===== config.mk =====
export PLATFORM = sky130hd
export DESIGN_NAME = alu_muldiv
export DESIGN_NICKNAME = d
export VERILOG_FILES = /design/src/rtl/alu_muldiv.sv
export SDC_FILE = /design/constraint.sdc
export NUM_CORES = 1
export LEC_CHECK = 0
export CAP_MARGIN = 20
export CORE_ASPECT_RATIO = 1.4
export CORE_UTILIZATION = 29
export CTS_BUF_LIST = sky130_fd_sc_hd__clkbuf_4 sky130_fd_sc_hd__clkbuf_8 sky130_fd_sc_hd__clkbuf_16
export DETAILED_ROUTE_END_ITERATION = 16
export PLACE_DENSITY = 0.44
export SYNTH_ARGS = -nofsm -noshare
export SYNTH_HDL_FRONTEND = slang
export SYNTH_SLANG_ARGS = --single-unit

===== constraint.sdc =====
create_clock -name clk -period 6.9 [get_ports clk]
set_input_delay 0.69 -clock clk [delete_from_list [all_inputs] [get_ports clk]]
set_output_delay 0.69 -clock clk [all_outputs]
set_load 0.05 [all_outputs]

===== src/rtl/alu_muldiv.sv =====
// Iterative multiply/divide unit owning the HI/LO registers.
// Shift-add multiply and restoring divide, one bit per cycle, plus MTHI/MTLO.
module alu_muldiv #(
  parameter int unsigned WIDTH = 32,
  parameter int unsigned CNTW  = 6
) (
  input  logic             clk,
  input  logic             rst_n,
  input  logic             start_i,
  input  logic [2:0]       op_i,
  input  logic [WIDTH-1:0] a_i,
  input  logic [WIDTH-1:0] b_i,
  output logic             busy_o,
  output logic             done_o,
  output logic [WIDTH-1:0] hi_o,
  output logic [WIDTH-1:0] lo_o
);

  typedef enum logic [1:0] {StIdle, StRun, StDone} state_e;

  state_e           state_q, state_d;
  logic [CNTW-1:0]  cnt_q, cnt_d;
  logic             is_div_q, is_div_d;
  logic             neg_lo_q, neg_lo_d;
  logic             neg_hi_q, neg_hi_d;
  logic [WIDTH-1:0] rem_q, rem_d;
  logic [WIDTH-1:0] quo_q, quo_d;
  logic [WIDTH-1:0] opb_q, opb_d;
  logic [WIDTH-1:0] hi_q, hi_d;
  logic [WIDTH-1:0] lo_q, lo_d;
  logic             busy_q, busy_d;
  logic             done_q, done_d;

  logic             a_neg, b_neg;
  logic [WIDTH-1:0] a_mag, b_mag;

  logic [WIDTH:0]     mul_sum;
  logic [WIDTH-1:0]   mul_hi, mul_lo;
  logic [WIDTH:0]     div_shift;
  logic [WIDTH-1:0]   div_diff;
  logic               div_ge;
  logic [WIDTH-1:0]   div_rem, div_quo;
  logic [WIDTH-1:0]   step_hi, step_lo;
  logic [2*WIDTH-1:0] prod, prod_fix;
  logic [WIDTH-1:0]   res_hi, res_lo;

  assign a_neg = op_i[0] & a_i[WIDTH-1];
  assign b_neg = op_i[0] & b_i[WIDTH-1];
  assign a_mag = a_neg ? -a_i : a_i;
  assign b_mag = b_neg ? -b_i : b_i;

  // Multiply: rem_q is the running high half, quo_q holds the multiplier shifting out.
  assign mul_sum = {1'b0, rem_q} + (quo_q[0] ? {1'b0, opb_q} : '0);
  assign mul_hi  = mul_sum[WIDTH:1];
  assign mul_lo  = {mul_sum[0], quo_q[WIDTH-1:1]};

  // Divide: partial remainder stays below the divisor, so a WIDTH-bit difference suffices.
  assign div_shift = {rem_q, quo_q[WIDTH-1]};
  assign div_ge    = div_shift >= {1'b0, opb_q};
  assign div_diff  = div_shift[WIDTH-1:0] - opb_q;
  assign div_rem   = div_ge ? div_diff : div_shift[WIDTH-1:0];
  assign div_quo   = {quo_q[WIDTH-2:0], div_ge};

  assign step_hi = is_div_q ? div_rem : mul_hi;
  assign step_lo = is_div_q ? div_quo : mul_lo;

  assign prod     = {mul_hi, mul_lo};
  assign prod_fix = neg_lo_q ? -prod : prod;
  assign res_hi   = is_div_q ? (neg_hi_q ? -div_rem : div_rem) : prod_fix[2*WIDTH-1:WIDTH];
  assign res_lo   = is_div_q ? (neg_lo_q ? -div_quo : div_quo) : prod_fix[WIDTH-1:0];

  always_comb begin
    state_d  = state_q;
    cnt_d    = cnt_q;
    is_div_d = is_div_q;
    neg_lo_d = neg_lo_q;
    neg_hi_d = neg_hi_q;
    rem_d    = rem_q;
    quo_d    = quo_q;
    opb_d    = opb_q;
    hi_d     = hi_q;
    lo_d     = lo_q;
    unique case (state_q)
      StRun: begin
        rem_d = step_hi;
        quo_d = step_lo;
        cnt_d = cnt_q + 1'b1;
        if (cnt_q == CNTW'(WIDTH - 1)) begin
          cnt_d   = '0;
          rem_d   = '0;
          quo_d   = '0;
          hi_d    = res_hi;
          lo_d    = res_lo;
          state_d = StDone;
        end
      end
      default: begin
        // No-op codes and an absent request both fall back to idle.
        state_d = StIdle;
        if (start_i) begin
          if (!op_i[2]) begin
            state_d  = StRun;
            cnt_d    = '0;
            is_div_d = op_i[1];
            rem_d    = '0;
            if (op_i[1]) begin
              quo_d    = a_mag;
              opb_d    = b_mag;
              // Divide by zero keeps the all-ones quotient unsigned; remainder sign restores a.
              neg_lo_d = (a_neg ^ b_neg) & (b_i != '0);
              neg_hi_d = a_neg;
            end else begin
              quo_d    = b_mag;
              opb_d    = a_mag;
              neg_lo_d = a_neg ^ b_neg;
              neg_hi_d = a_neg ^ b_neg;
            end
          end else if (!op_i[1]) begin
            state_d = StDone;
            if (op_i[0]) begin
              lo_d = a_i;
            end else begin
              hi_d = a_i;
            end
          end
        end
      end
    endcase
    busy_d = (state_d == StRun);
    done_d = (state_d == StDone);
  end

  always_ff @(posedge clk or negedge rst_n) begin
    if (!rst_n) begin
      state_q  <= StIdle;
      cnt_q    <= '0;
      is_div_q <= 1'b0;
      neg_lo_q <= 1'b0;
      neg_hi_q <= 1'b0;
      rem_q    <= '0;
      quo_q    <= '0;
      opb_q    <= '0;
      hi_q     <= '0;
      lo_q     <= '0;
      busy_q   <= 1'b0;
      done_q   <= 1'b0;
    end else begin
      state_q  <= state_d;
      cnt_q    <= cnt_d;
      is_div_q <= is_div_d;
      neg_lo_q <= neg_lo_d;
      neg_hi_q <= neg_hi_d;
      rem_q    <= rem_d;
      quo_q    <= quo_d;
      opb_q    <= opb_d;
      hi_q     <= hi_d;
      lo_q     <= lo_d;
      busy_q   <= busy_d;
      done_q   <= done_d;
    end
  end

  assign busy_o = busy_q;
  assign done_o = done_q;
  assign hi_o   = hi_q;
  assign lo_o   = lo_q;

endmodule


# Yosys cells after proc, flatten, opt, wreduce, memory -nomap -nowiden
# Index checks and enable logic that the tools add are counted.
[word_totals]
in_bits = 70
reg_bits = 173
[op_classes]
bitwise = 6
magnitude_cmp = 1
muxes = 44
n_eq_ne = 8
n_reduce_logical = 8
add_sub_neg = 8
[op_table]
columns = ["operator", "n"]
rows = [
  ["2-to-1 mux 32 bit", 32],
  ["negator 32 bit", 4],
  ["2-to-1 mux 64 bit", 1],
  ["negator 64 bit", 1],
  ["adder 32 x 32 -> 33 bit", 1],
  ["greater-or-equal comparator 33 x 32 -> 1 bit", 1],
  ["nonzero test 32 bit", 1],
  ["subtractor 32 bit", 1],
  ["2-to-1 mux 6 bit", 4],
  ["2-to-1 mux 2 bit", 5],
  ["AND reduction 5 bit", 2],
  ["adder 6 x 1 -> 6 bit, second input constant", 1],
  ["== test 6 x 5 -> 1 bit, second input constant", 1],
  ["!= test 2 x 1 -> 1 bit, second input constant", 3],
  ["nonzero test 2 bit", 3],
  ["== test 2 x 1 -> 1 bit, second input constant", 2],
  ["AND 1 bit", 3],
  ["AND reduction 3 bit", 1],
  ["== test 2 bit, second input constant", 1],
  ["2-to-1 mux 1 bit", 2],
  ["!= test 2 bit, second input constant", 1],
  ["inverter 1 bit", 2],
  ["AND reduction 2 bit", 1],
  ["bitwise XOR 1 bit", 1],
]

# Longest topological paths before layout
[depth]
depth_word = 7
ltp_mapped = 25
mapped_depth_nobuf = 21

# Least setup slack after synthesis
# No wires, ideal clock.
[synth_path]
path_type = "register to register"
start = "register rem_q[11]"
end = "register hi_q[30] (netlist: hi_o[30])"
setup_ns = 0.136
path_buffers = 4
slack_ns = 1.569
arrival_time_ns = 5.195
stages_incl_launch_ff = 24
path_cell_list = "dfrtp_1 -> ha_1 -> clkbuf_1 -> and4_1 -> nand2_1 -> a211oi_1 -> o31ai_1 -> a21o_1 -> nand2_1 -> buf_2 -> buf_1 -> clkbuf_1 -> nand2_1 -> o21ai_0 -> ha_1 -> nand2_1 -> a2111oi_0 -> nor4b_1 -> nand4bb_1 -> o31ai_1 -> nand4_1 -> o31a_1 -> nor3_1 -> o41ai_1"
[synth_via]
elab_chain_cells = 7
word_cells_on_any_way = 11
cone_classes = "4 x add/sub; 1 x order compare; 6 x mux"
[synth_rtl]
columns = ["element", "line", "source"]
rows = [
  ["start, declared", "26", "logic [WIDTH-1:0] rem_q, rem_d;"],
  ["start signal, assigned", "153", "rem_q <= rem_d;"],
  ["subtractor 32 bit or greater-or-equal comparator 33 x 32 -> 1 bit (tied branches)", "60, 59", ""],
  ["2-to-1 mux 32 bit", "61", "assign div_rem = div_ge ? div_diff : div_shift[WIDTH-1:0];"],
  ["negator 32 bit", "69", "assign res_hi = is_div_q ? (neg_hi_q ? -div_rem : div_rem) : prod_fix[2*WIDTH-1:WIDTH];"],
  ["2-to-1 mux 32 bit", "69", ""],
  ["2-to-1 mux 32 bit *", "69", ""],
  ["2-to-1 mux 32 bit *", "88", "if (cnt_q == CNTW'(WIDTH - 1)) begin"],
  ["2-to-1 mux 32 bit *", "83", "unique case (state_q)"],
  ["end signal, assigned", "156", "hi_q <= hi_d;"],
  ["end, declared", "29", "logic [WIDTH-1:0] hi_q, hi_d;"],
]
# Every way passes the cells marked *; elsewhere a longest branch is shown, timed or not. The select of a mux whose other input is x is not followed.
# A chain may end at the register's enable or synchronous reset.

# Worst setup path in the final report
[layout_path]
start = "register rem_q[7]"
end = "register hi_q[30] (netlist: hi_o[30])"
# The elaborated chain is that of the path after synthesis.

==> results_dict.tcl <==
set metrics [dict create \
    synthToLayoutAreaGrowth_pct 15.2 \
    dp_hpwl_um 74300 \
    period_share_pct 88.3 \
    start_util_pct 29.4 \
    core_sq_mm 0.0609 \
    worstPathRequired_ns 7.26 \
    ioPinCount 136 \
    r2r_cells 20 \
    dr.pass1.iters 5 \
    cp.buffers_inverters 2 \
    setup-violations-final 0 \
    fillers 6630 \
    startpoint_type "register" \
    critPathArrivalTime_ns 6.45 \
    antenna_found_initial 6 \
    vias_per_cell 5.80 \
    die_y_um 296 \
    num_rows 107 \
    routed_wirelength_um 93300 \
    synth_area_per_cell_sq_um 7.32 \
    timing_hold_violations_final 0 \
    slowest_stage "o31ai_1" \
    rsz0062_at_grt "no" \
    clock_latency_ns 0.49 \
    ctsHtreeMaxLevel 4 \
    synth_edf_count 0 \
    drt_iter0_drc 1462 \
    tightest_slew_ns 1.08 \
    slew_violations 0 \
    io_buffers 135 \
    syn_inst 2444 \
    clockBufferDepth 2 \
    drc 0 \
    fp.dieArea_sq_mm 0.0627 \
    first_global_vias 19049 \
    cts_sinks 173 \
    syn_area_sq_mm 0.0179 \
    status "finished, final reports clean" \
    wl_per_cell_um 28.2 \
    root_buffer "clkbuf_16" \
    holdBufCountCts 0 \
    postCtsSetupRepairBufs 0 \
    period_needed_ns 6.09 \
    path_class "reg -> reg" \
    yosysUniqueCellTypes 90 \
    finalClockSkew_ns 0.0138 \
    crit_path_end_kind "register" \
    cts_resized 0 \
    synthArstFlopShare_pct 100 \
    gp_congestion 0.990 \
    fin_nets 2619 \
    synth-seq-area-share_pct 24.2 \
    max_stage_delay_ns 0.48 \
    syn_nets 2586 \
    cpLargestDelayFamily "compound AO/OA/AOI/OAI gates" \
    slew-limit-headroom_pct 26.9 \
    vias 19194 \
    fmax_mhz 164 \
    cts_buffers 17 \
    clk_pin_slew_ns 0.08 \
    max_cap_violations 0 \
    grt_start_max_net_pins 82 \
    hp-class "in -> async" \
    crit_cells 20 \
    crit_fanout 12 \
    grt_pass1_wl_um 132000 \
    cts_tree "yes" \
    grtUsageTotal_pct 29.9 \
    ys_ff_latch 173 \
    drive_gt1_share_pct 5.66 \
    yosysWarnings 0 \
    tns_ns 0 \
    gr-total-overflow 0 \
    ant_nets 0 \
    dominantRegCellSynth "dfrtp_1" \
    die_x_um 212 \
    cp_cell_sequence "ha_1 > a21oi_1 > o21ai_0 > a31o_2 > o31ai_1 > a21o_1 > nand2_1 > inv_1 > mux2i_1 > ha_1 > nand2_1 > a2111oi_0 > nor4b_1 > buf_4 > nand4bb_1 > o31ai_1 > nand4_1 > o31a_1 > nor3_1 > o41ai_1" \
]
==> worst paths after layout <==
kind,slack (ns),endpoint,start
setup / recovery,0.81,hi_o[30],rem_q[7]
hold / removal,0.18,quo_q[19],rst_n
setup reg to reg,0.81,hi_o[30],rem_q[7]
hold reg to reg,0.49,opb_q[27],opb_q[27]
max in group asynchronous,5.30,rem_q[9],rst_n
min in group clk,0.49,opb_q[27],opb_q[27]
==> cell usage after synthesis, types with 7 or more instances <==
| master | n | area [sq um] |
|---|---|---|
| nand2_1 | 310 | 1160 |
| nor2_1 | 292 | 1100 |
| a21oi_1 | 225 | 1130 |
| dfrtp_1 | 173 | 4330 |
| o21ai_0 | 172 | 861 |
| clkbuf_1 | 139 | 522 |
| xnor2_1 | 121 | 1060 |
| xor2_1 | 89 | 780 |
| inv_1 | 78 | 293 |
| mux2i_1 | 77 | 771 |
| ha_1 | 70 | 876 |
| nor3_1 | 51 | 255 |
| o211ai_1 | 45 | 338 |
| nand3_1 | 44 | 220 |
| o31ai_1 | 42 | 315 |
| a31oi_1 | 38 | 238 |
| a211oi_1 | 32 | 240 |
| or3_1 | 27 | 169 |
| and2_1 | 22 | 138 |
| nand2b_1 | 22 | 138 |
| nand4_1 | 22 | 138 |
| o221ai_1 | 21 | 184 |
| a21o_1 | 20 | 150 |
| nor4_1 | 20 | 125 |
| and3_1 | 19 | 119 |
| buf_1 | 19 | 71.3 |
| o41ai_1 | 19 | 166 |
| or2_2 | 17 | 106 |
| or4_1 | 13 | 97.6 |
| a221oi_1 | 12 | 105 |
| o21a_1 | 12 | 90.1 |
| o21ai_1 | 11 | 55.1 |
| a22o_1 | 9 | 78.8 |
| and4_1 | 9 | 78.8 |
| mux2_2 | 9 | 101 |
| nor3b_1 | 8 | 60.1 |
| a21boi_0 | 7 | 52.6 |
| nor2b_1 | 7 | 43.8 |
| o22ai_1 | 7 | 43.8 |
==> logic make-up (layout without fill, tap and decap cells) <==
| family | Yosys count | count (layout) | synth area share (%) |
|---|---|---|---|
| AO/OA/AOI/OAI | 740 | 740 | 26.3 |
| XOR/XNOR | 210 | 210 | 10.3 |
| adder cells (fa/ha/maj) | 72 | 72 | 5.12 |
| buffers and inverters | 246 | 292 | 5.29 |
| flip-flops | 173 | 173 | 24.2 |
| multiplexers | 86 | 86 | 4.87 |
| other | 0 | 1 | 0 |
| AND/OR/NAND/NOR | 917 | 917 | 24.0 |
==> metal layers <==
metal,wire (um),global-route usage (%)
met2,47000,53.3
met1,33200,30.6
met4,8990,26.0
met3,4050,3.97
met5,13,0
==> metrics by stage <==
step	area (sq um)	worst slack [ns]	utilization, %	cells	hold WS, ns
3_3_place_gp	20000	0.827	32.8	3274	0.467
3_5_place_dp	20000	0.988	32.8	3275	0.471
6_report	20600	0.809	33.9	3308	0.180
4_1_cts	20600	0.961	33.9	3307	0.208
2_1_floorplan	17900	1.57	-	2444	0.394
5_1_grt	20600	0.327	33.9	3307	0.206
==> layout make-up <==
type	instances	area, sq um	area share, %
repair buffers	180	1690	8.17
flip-flops and latches	173	4330	21.0
well taps	817	1020	4.96
inverters	80	300	1.46
diodes	1	2.50	0.0121
clock inverters	8	131	0.637
clock buffers	24	490	2.38
multi-input cells	2025	12700	61.4
==> worst reg2reg max path, delay by kind of cell, from the launching register on <==
kind | cells | cell delay, ns
buffers and inverters | 2 | 0.43
adder cells (fa/ha/maj) | 2 | 0.64
AND/OR/NAND/NOR | 6 | 1.41
AO/OA/AOI/OAI | 9 | 2.72
multiplexers | 1 | 0.32
flip-flops | 1 | 0.45
==> sequential cells by signal, summed over array words and instances (netlist names) <==
name	flops
quo_q	32
hi_o	32
neg_hi_q	1
neg_lo_q	1
state_q	2
opb_q	32
done_o	1
cnt_q	6
is_div_q	1
lo_o	32
rem_q	32
busy_o	1
==> placed cells by master, fill, tap and decap left out, types with 32 or more instances in the layout <==
cell type	Yosys	routed
nand2_1	310	309
nor2_1	292	291
a21oi_1	225	225
o21ai_0	172	171
dfrtp_1	173	171
clkdlybuf4s50_1	0	133
xnor2_1	121	121
xor2_1	89	89
inv_1	78	77
mux2i_1	77	77
ha_1	70	70
nor3_1	51	51
o211ai_1	45	45
nand3_1	44	44
buf_4	0	44
o31ai_1	42	42
a31oi_1	38	38
a211oi_1	32	32
Power is not shown: default switching activity piles up to over one toggle a cycle in this logic, so the estimate is an artifact.
